--- config.mk ---
export PLATFORM = sky130hd
export DESIGN_NAME = reg_write_arbiter
export DESIGN_NICKNAME = d
export VERILOG_FILES = /design/src/rtl/reg_arb_pkg.sv /design/src/rtl/reg_write_arbiter_hold_reg.sv /design/src/rtl/reg_write_arbiter.sv
export SDC_FILE = /design/constraint.sdc
export NUM_CORES = 1
export LEC_CHECK = 0
export ABC_CLOCK_PERIOD_IN_PS = 2400
export BUFFER_PORTS_ARGS = -buffer_cell sky130_fd_sc_hd__buf_2
export CORE_ASPECT_RATIO = 0.8
export CORE_MARGIN = 8
export CORE_UTILIZATION = 32
export DETAILED_ROUTE_END_ITERATION = 10
export GPL_TIMING_DRIVEN = 1
export HOLD_SLACK_MARGIN = 0.03
export SLEW_MARGIN = 40
export SYNTH_ARGS = -nofsm -noshare
export SYNTH_HDL_FRONTEND = slang
export SYNTH_SLANG_ARGS = --single-unit
--- constraint.sdc ---
create_clock -name clk -period 2.4 [get_ports clk]
set_input_delay 0.48 -clock clk [delete_from_list [all_inputs] [get_ports clk]]
set_output_delay 0.48 -clock clk [all_outputs]
set_load 0.03 [all_outputs]
--- src/rtl/reg_arb_pkg.sv ---
// Shared types and helpers for reg_write_arbiter: FSM state encoding,
// default sizing and the round-robin winner search.
package reg_arb_pkg;

  typedef enum logic [1:0] {
    IDLE  = 2'd0,
    GRANT = 2'd1,
    ACK   = 2'd2
  } state_t;

  localparam int DEF_N_REQ = 4;
  localparam int DEF_W     = 4;
  localparam int MAX_REQ   = 8;

  typedef struct packed {
    logic       valid;
    logic [2:0] idx;
  } pick_t;

  // First set bit of req_v at or after prio_v, wrapping within n requesters.
  function automatic pick_t rr_pick(input logic [7:0] req_v, input logic [2:0] prio_v,
                                    input int n);
    pick_t res;
    int    k;
    res.valid = 1'b0;
    res.idx   = 3'd0;
    for (int i = 0; i < MAX_REQ; i++) begin
      k = int'(prio_v) + i;
      if (k >= n) begin
        k = k - n;
      end else begin
        k = k;
      end
      if ((i < n) && !res.valid && req_v[k[2:0]]) begin
        res.valid = 1'b1;
        res.idx   = k[2:0];
      end else begin
        res = res;
      end
    end
    return res;
  endfunction

endpackage

--- src/rtl/reg_write_arbiter_hold_reg.sv ---
// hold_reg: W-bit enable-gated storage register with synchronous active-high clear.
module hold_reg #(
  parameter int W = 4
) (
  input  logic         clk,
  input  logic         reset,
  input  logic         e,
  input  logic [W-1:0] d,
  output logic [W-1:0] q
);

  // Storage: clear on reset, load D when enabled, otherwise hold.
  always_ff @(posedge clk) begin
    if (reset) begin
      q <= {W{1'b0}};
    end else if (e) begin
      q <= d;
    end else begin
      q <= q;
    end
  end

endmodule

--- src/rtl/reg_write_arbiter.sv ---
// reg_write_arbiter: round-robin arbiter sharing one hold_reg among N_REQ writers.
// Optional macro ARB_LOCK_EN lets the current owner keep the register while lock is held.
module reg_write_arbiter
  import reg_arb_pkg::*;
#(
  parameter  int N_REQ = DEF_N_REQ,
  parameter  int W     = DEF_W,
  localparam int OW    = $clog2(N_REQ)
) (
  input  logic               clk,
  input  logic               reset,
  input  logic [N_REQ-1:0]   req,
  input  logic [N_REQ*W-1:0] wdata,
  input  logic [N_REQ-1:0]   lock,
  output logic [N_REQ-1:0]   grant,
  output logic [N_REQ-1:0]   ack,
  output logic [W-1:0]       q,
  output logic [OW-1:0]      owner,
  output logic               busy
);

  state_t           state_r, state_s;
  logic [OW-1:0]    owner_r, owner_s;
  logic [OW-1:0]    prio_r, prio_s;
  logic [OW-1:0]    nprio_s;
  logic [N_REQ-1:0] grant_r, grant_s;
  logic [N_REQ-1:0] ack_r, ack_s;
  logic             busy_r, busy_s;
  logic [N_REQ-1:0] own_oh_s;
  logic [7:0]       pick_req_s;
  logic [2:0]       pick_prio_s;
  pick_t            pick_s;
  logic             keep_s;
  logic             we_s;
  logic [W-1:0]     wd_s;

`ifdef ARB_LOCK_EN
  assign keep_s = req[owner_r] & lock[owner_r];
`else
  logic unused_lock_s;
  assign unused_lock_s = ^lock;
  assign keep_s        = 1'b0;
`endif

  assign own_oh_s = {{(N_REQ-1){1'b0}}, 1'b1} << owner_r;
  assign nprio_s  = (owner_r == OW'(N_REQ - 1)) ? {OW{1'b0}} : owner_r + OW'(1);
  assign we_s     = (state_r == GRANT);
  assign wd_s     = wdata[owner_r*W +: W];

  // Next-state, arbitration and registered-output preparation.
  always_comb begin
    state_s     = state_r;
    owner_s     = owner_r;
    prio_s      = prio_r;
    pick_req_s  = 8'd0;
    pick_prio_s = 3'd0;
    pick_s      = '{valid: 1'b0, idx: 3'd0};
    case (state_r)
      IDLE: begin
        pick_req_s[N_REQ-1:0] = req;
        pick_prio_s[OW-1:0]   = prio_r;
        pick_s                = rr_pick(pick_req_s, pick_prio_s, N_REQ);
        if (pick_s.valid) begin
          state_s = GRANT;
          owner_s = pick_s.idx[OW-1:0];
        end else begin
          state_s = IDLE;
        end
      end
      GRANT: begin
        state_s = ACK;
      end
      ACK: begin
        if (keep_s) begin
          state_s = GRANT;
        end else begin
          // The owner just served is masked so another requester gets a turn.
          prio_s                = nprio_s;
          pick_req_s[N_REQ-1:0] = req & ~own_oh_s;
          pick_prio_s[OW-1:0]   = nprio_s;
          pick_s                = rr_pick(pick_req_s, pick_prio_s, N_REQ);
          if (pick_s.valid) begin
            state_s = GRANT;
            owner_s = pick_s.idx[OW-1:0];
          end else begin
            state_s = IDLE;
          end
        end
      end
      default: begin
        state_s = IDLE;
      end
    endcase
    grant_s = (state_s == GRANT) ? ({{(N_REQ-1){1'b0}}, 1'b1} << owner_s) : {N_REQ{1'b0}};
    ack_s   = (state_s == ACK)   ? ({{(N_REQ-1){1'b0}}, 1'b1} << owner_s) : {N_REQ{1'b0}};
    busy_s  = (state_s != IDLE);
  end

  // FSM, priority/owner and output registers.
  always_ff @(posedge clk) begin
    if (reset) begin
      state_r <= IDLE;
      owner_r <= {OW{1'b0}};
      prio_r  <= {OW{1'b0}};
      grant_r <= {N_REQ{1'b0}};
      ack_r   <= {N_REQ{1'b0}};
      busy_r  <= 1'b0;
    end else begin
      state_r <= state_s;
      owner_r <= owner_s;
      prio_r  <= prio_s;
      grant_r <= grant_s;
      ack_r   <= ack_s;
      busy_r  <= busy_s;
    end
  end

  hold_reg #(.W(W)) u_hold (
    .clk   (clk),
    .reset (reset),
    .e     (we_s),
    .d     (wd_s),
    .q     (q)
  );

  assign grant = grant_r;
  assign ack   = ack_r;
  assign owner = owner_r;
  assign busy  = busy_r;

endmodule

# --- Word level (Yosys, flattened, before mapping) ---
# Index checks and enable logic that the tools add are counted.
word_totals:
  word_cells: 121
  out_inout_bits: 15
  regBits: 19
  in_bits: 26
op_classes:
  n_mux: 55
  n_reduce_logical: 16
  n_addsub: 15
  bitwise: 4
  shifts: 3
  n_lt_le_gt_ge: 16
  eq_ne: 5
ops:
  columns: ["op", "count"]
  rows:
  - ["$mux W4", 16]
  - ["$mux W3", 16]
  - ["$lt A3 B4 Y1 const B", 8]
  - ["$bmux W1 S3", 8]
  - ["$ge A3 B3 Y1 const B", 6]
  - ["$sub A3 B3 Y3 const B", 6]
  - ["$shiftx A16 B5 Y4", 1]
  - ["$add A2 B2 Y3 const B", 4]
  - ["$mux W1", 10]
  - ["$shl A1 B2 Y4 const A", 2]
  - ["$add A2 B1 Y3 const B", 2]
  - ["$eq A2 B2 Y1 const B", 3]
  - ["$ge A2 B3 Y1 const B", 2]
  - ["$logic_and A1 B1 Y1", 6]
  - ["$logic_not A1 Y1", 6]
  - ["$mux W2", 3]
  - ["$pmux W2 S3", 1]
  - ["$sub A2 B3 Y3 const B", 2]
  - ["$and A4 B4 Y4", 1]
  - ["$eq A2 B1 Y1 const B", 2]
  - ["$not A4 Y4", 1]
  - ["$pmux W2 S2", 1]
  - ["$reduce_or A2 Y1", 2]
  - ["$add A2 B1 Y2 const B", 1]
  - ["other kinds (3)", 4]

# --- Longest topological paths before layout ---
logic_depth:
  depth_word: 26
  mapped_depth: 9
  depth_no_buf: 8

# --- Modules after synthesis ---
# Synthesis repeated with hierarchy kept, for this count alone.
hier_totals:
  hier_cells: 157
  hier_area_um2: 1401.3
modules_own_cells:
  columns: ["module", "cells_each", "area_per_inst_um2", "n_inst", "seq_area_each_um2"]
  rows:
  - ["reg_write_arbiter", 144, 1261.2, 1, 300.3]
  - ["hold_reg", 13, 140.1, 1, 80.1]

# --- Worst setup path after synthesis ---
# Ideal clock, no wire load.
synth_path:
  path_kind: "register to register"
  start: "register owner_r[0] (netlist: owner[0])"
  end: "register ack_r[2] (netlist: ack[2])"
  slack_ns: 0.066
  setup_time_ns: 0.116
  path_stages_with_launch: 10
  path_buffers: 1
  arrival_ns: 2.219
  t_required_ns: 2.284
  period_less_slack_ns: 2.334
  path_cell_list: "dfxtp_1 buf_2 inv_1 ha_1 inv_1 maj3_1 o221ai_1 a32o_1 a21oi_4 and3b_1"
synth_via:
  elab_chain_cells: 26
  word_cells_on_any_way: 56
  classes_between: "8 x add/sub; 4 x order compare; 2 x eq/ne; 2 x shift; 30 x mux; 3 x bitwise; 7 x reduce/logical"
synth_rtl:
  columns: ["element", "line_no", "text"]
  rows:
  - ["from (decl)", "reg_write_arbiter.sv:23", "logic [OW-1:0] owner_r, owner_s;"]
  - ["from (signal assigned)", "reg_write_arbiter.sv:103", "owner_r <= {OW{1'b0}};"]
  - ["from (signal assigned)", "reg_write_arbiter.sv:110", "owner_r <= owner_s;"]
  - ["$add A2 B1 Y2 or $eq A2 B2 Y1 (tied branches)", "reg_write_arbiter.sv:46", "assign nprio_s = (owner_r == OW'(N_REQ - 1)) ? {OW{1'b0}} : owner_r + OW'(1);"]
  - ["$mux W2 *", "reg_write_arbiter.sv:46", null]
  - ["net nprio_s[1]", "reg_write_arbiter.sv:25", "logic [OW-1:0] nprio_s;"]
  - ["$sub A2 B3 Y3 or $ge A2 B3 Y1 (tied branches)", "reg_arb_pkg.sv:30, reg_arb_pkg.sv:29", null]
  - ["$mux W3", "reg_arb_pkg.sv:29", "if (k >= n) begin"]
  - ["$mux W3", "reg_write_arbiter.sv:58", "case (state_r)"]
  - ["$bmux W1 S3", "reg_arb_pkg.sv:34", "if ((i < n) && !res.valid && req_v[k[2:0]]) begin"]
  - ["$mux W1 (not written as such)", "reg_arb_pkg.sv:34", null]
  - ["(+11 left out)", null, null]
  - ["$logic_and A1 B1 Y1", "reg_arb_pkg.sv:34", null]
  - ["$mux W4 *", "reg_arb_pkg.sv:34", null]
  - ["$mux W4 *", "reg_write_arbiter.sv:58", null]
  - ["$mux W1", "reg_write_arbiter.sv:82", "if (pick_s.valid) begin"]
  - ["$pmux W2 S3", "reg_write_arbiter.sv:58", null]
  - ["$eq A2 B2 Y1", "reg_write_arbiter.sv:95", "ack_s = (state_s == ACK) ? ({{(N_REQ-1){1'b0}}, 1'b1} << owner_s) : {N_REQ{1'b0}};"]
  - ["$not A1 Y1 (no line)", null, null]
  - ["$reduce_or A2 Y1 (no line)", null, null]
  - ["to (signal assigned)", "reg_write_arbiter.sv:106", "ack_r <= {N_REQ{1'b0}};"]
  - ["to (signal assigned)", "reg_write_arbiter.sv:113", "ack_r <= ack_s;"]
  - ["to (decl)", "reg_write_arbiter.sv:27", "logic [N_REQ-1:0] ack_r, ack_s;"]
# The timed path passes the listed nets; every way through them passes the cells marked *. The select of a mux whose other input is x is not followed.
# A chain may end at the register's enable or synchronous reset.

# --- Worst setup path in the final report ---
layout_path:
  start: "register prio_r[0]"
  end: "register ack_r[1] (netlist: ack[1])"
layout_via:
  elab_chain_cells: 24
  word_cells_on_any_way: 49
  classes_between: "7 x add/sub; 4 x order compare; 1 x eq/ne; 1 x shift; 28 x mux; 1 x bitwise; 7 x reduce/logical"
layout_rtl:
  columns: ["element", "line_no", "text"]
  rows:
  - ["from (decl)", "reg_write_arbiter.sv:24", "logic [OW-1:0] prio_r, prio_s;"]
  - ["from (signal assigned)", "reg_write_arbiter.sv:104", "prio_r <= {OW{1'b0}};"]
  - ["from (signal assigned)", "reg_write_arbiter.sv:111", "prio_r <= prio_s;"]
  - ["$sub A2 B3 Y3 or $ge A2 B3 Y1 (tied branches)", "reg_arb_pkg.sv:30, reg_arb_pkg.sv:29", null]
  - ["$mux W3", "reg_arb_pkg.sv:29", null]
  - ["$mux W3", "reg_write_arbiter.sv:58", null]
  - ["$bmux W1 S3", "reg_arb_pkg.sv:34", null]
  - ["$mux W1 (not written as such)", "reg_arb_pkg.sv:34", null]
  - ["$mux W4", "reg_arb_pkg.sv:34", null]
  - ["$mux W4", "reg_write_arbiter.sv:58", null]
  - ["$logic_not A1 Y1", "reg_arb_pkg.sv:34", null]
  - ["(+8 left out)", null, null]
  - ["$logic_and A1 B1 Y1", "reg_arb_pkg.sv:34", null]
  - ["$mux W4 *", "reg_arb_pkg.sv:34", null]
  - ["$mux W4 *", "reg_write_arbiter.sv:58", null]
  - ["$mux W1", "reg_write_arbiter.sv:63", "if (pick_s.valid) begin"]
  - ["$pmux W2 S3", "reg_write_arbiter.sv:58", null]
  - ["$eq A2 B2 Y1", "reg_write_arbiter.sv:95", null]
  - ["$not A1 Y1 (no line)", null, null]
  - ["$reduce_or A2 Y1 (no line)", null, null]
# Every way passes the cells marked *; elsewhere a longest branch is shown, timed or not. The select of a mux whose other input is x is not followed.

==> reports/results.tsv <==
stage	metric	value	unit
pwr	clock share of power	22.7	%
finish	most frequent cells in the layout	36 x buf_2, 19 x dfxtp_1, 12 x nor2_1	
pwr	sequential share of power	36.3	%
sta	Final Cycle Share	95.6	%
finish	antenna cell count	0	
place	Post-DP HPWL	2.44	mm
sta	Tightest Pin Transition	0.389	ns
critical_path	Worst Setup End Kind	register	
drt	DRT Pass-1 Iters	4	
place	post-placement cell count	199	
clock_network	number of buffers inserted by hold repair at cts	0	
sta	Setup TNS Final	0	ns
floorplanning	initial core utilization	32.7	%
sta	Worst Slack Setup Final	0.106	ns
synth	Mapped Nets	151	
worst_hold_path	Worst Hold Path Cells	2	
synth	count of yosys warnings during synthesis	0	
pwr	reported net switching power	0.000371	W
synth	proportion of netlist area held by the largest area contributor	31.0	%
drt	1st-iter DRT viols	73	
synth	top cells by area in the synthesized netlist	dfxtp_1 31%, mux4_2 7.3%, mux2i_1 5.7%	
clock_network	CTS Buf Count	3	
clock_network	clk root buf	clkbuf_8	
sta	maximum clock skew at final layout	0.00730	ns
global_routing	pin count of the biggest net entering global routing	13	
worst_hold_path	Hold Path Class	register to register	
synth	Avg Synthesized Cell Area	10.2	um2
floorplanning	Boundary Pins	41	
critical_path	arrival time worst endpoint	2.45	ns
place	Post-DP Area	1460	um2
critical_path	biggest fanout along the worst timing path	9	
drt	wire length after detailed routing	3.05	mm
drt	vias per cell	5.10	
place	Setup Slack @ Placement	0.152	ns
synth	proportion of synthesized flip-flops having asynchronous set or reset	0	%
sta	max-slew headroom at the worst pin	73.9	%
critical_path	crit start category	register	
clock_network	buffers from clock root to sink, at most	2	
finish	Layout Nets	191	
pwr	Pwr Total	0.00102	W
clock_network	setup fix buffers added after clock tree synthesis	0	
run_status	result of the run	finished, final reports clean	
global_routing	Tot GR Track Use	9.97	%
flow_run	max_cap viols	0	
place	IO Port Bufs	36	
critical_path	number of cells traversed by the worst register-to-register path	8	
global_routing	number of antenna violations at the first check in global routing	0	
synth	cell type with the highest aggregate area in the netlist	dfxtp_1	
sta	Hold Fails Final Rpt	0	
sta	Pins Over Slew Limit	0	
finish	relative area change from synthesis to final layout	23.0	%
global_routing	first-pass GRT wire length	5.02	mm
pwr	worst IR drop on VDD	0.175	mV
finish	final standard cell count with taps included and fillers excluded	203	
clock_network	CTS tree	built	
critical_path	required arrival time at the worst endpoint	2.56	ns
synth	Most used DFF post-synth	dfxtp_1	
pwr	Power Internal	0.000647	W
synth	number of synthesized flops with an enable pin	0	
synth	synthesized flop and latch total	19	
finish	most common cell after layout, fill and taps aside	buf_2	
global_routing	grt total ovfl	0	
critical_path	type of the worst setup path	register to register	
drt	number of vias after detailed routing	1036	
floorplanning	Die Footprint	6090	um2
drt	antenna-violating nets left	0	
synth	synthesized area	1230	um2
clock_network	H-Tree Depth	1	
clock_network	clock sink count	19	
sta	post-layout min period	2.29	ns
pwr	combinational share of power	41.0	%
floorplanning	floorplan die height	71.4	um
clock_network	Worst-Skew Late Latency	0.26	ns
finish	Fillers	377	
floorplanning	Std-Cell Core Area	3750	um2
sta	setup-violating endpoint count in the final report	0	
drt	residual DRC count	0	
place	gp weighted congestion	0.856	
clock_network	total of cells resized after clock tree synthesis	0	
pwr	LEAKAGE	0.717	nW
floorplanning	Die Wd	85.3	um
clock_network	clock slew at the register clock pins of the worst setup and hold paths	0.08	ns
drt	routed wire length per instance	15.0	um
pwr	switching fraction of total power	36.5	%
synth	part of the Yosys area used for sequential elements	31.0	%
pwr	power density normalized to cell area	674	nW/um2
global_routing	vias in the first global route	1050	
synth	instance count of the mapped netlist	120	
synth	distinct cell type count of the synthesized netlist	44	
sta	highest attainable clock frequency	0.436	GHz
finish	ratio of cells with drive above 1 in the final layout	42.1	%
floorplanning	Core Rows	20	
finish	summed area of non-filler cells in the final layout	1510	um2
sta	setup repair after global routing missed its margin	false	
[logic make-up after synthesis]
kind of cell	after synthesis	share of synthesized area [%]
AO/OA/AOI/OAI	26	18.5
buffers and inverters	11	4.38
multiplexers	16	19.1
AND/OR/NAND/NOR	40	19.4
flip-flops	19	31.0
adder cells (fa/ha/maj)	7	6.82
XOR/XNOR	1	0.713
[layout make-up]
cell class	count	area (um2)	area share, %
clock inverter	1	7.51	0.497
clock buffer	3	41.3	2.73
tap	44	55.1	3.64
timing repair buffer	40	210	13.9
multi-input combinational	90	795	52.6
sequential	19	380	25.2
inverter	6	22.5	1.49
[stage by stage]
step / hold WS, ns / util [%]
2_1_floorplan: 0.575 / -
4_1_cts: 0.495 / 40.3
5_1_grt: 0.528 / 40.3
6_report: 0.493 / 40.3
3_5_place_dp: 0.479 / 39.0
3_3_place_gp: 0.473 / 39.0
[registers in the layout, summed over array words and instances, names as in the netlist]
register / flops
owner: 2
busy: 1
ack: 4
prio_r: 2
state_r: 2
grant: 4
u_hold.q: 4
[path summary, 6_finish.rpt]
check	from	endpoint	slack, ns
worst max-delay path	prio_r[0]	ack[1]	0.11
worst min-delay path	u_hold.q[2]	u_hold.q[2]	0.49
worst max register to register	prio_r[0]	ack[1]	0.11
worst min register to register	u_hold.q[2]	u_hold.q[2]	0.49
[Yosys cell counts (2+ instances only)]
cell type,number
mux2i_1,7
inv_1,6
and3_2,2
a21o_1,4
a22oi_1,2
dfxtp_1,19
nand2b_1,6
a21oi_1,5
nand2_1,4
ha_1,5
nor2_1,12
nor2b_1,5
o21ai_0,5
clkbuf_1,2
or2_2,2
mux2_2,3
mux4_2,4
[power by group through the flow]
stage,Combinational [W],Sequential (W),Clock (W)
2_1_floorplan,0.000255,0.000430,0
5_1_grt,0.000455,0.000375,0.000246
3_3_place_gp,0.000407,0.000375,0
6_report,0.000418,0.000370,0.000231
4_1_cts,0.000419,0.000370,0.000228
3_5_place_dp,0.000418,0.000376,0
[critical path, cell delays in order, from the launching register on]
cell	delay, ns
dfxtp_1	0.34
inv_1	0.07
ha_1	0.42
nor2b_1	0.10
o32ai_1	0.30
and3_4	0.25
a311oi_2	0.05
o32a_4	0.44
and3b_2	0.21
[routing by layer]
metal	wire length (um)	GRT usage [%]	up-vias
met3	111	1.60	2
li1	-	-	517
met1	1330	11.9	498
met4	23	3.49	0
met2	1590	17.6	19
met5	0	0	-
No activity file was read; power rests on OpenSTA's default activity.
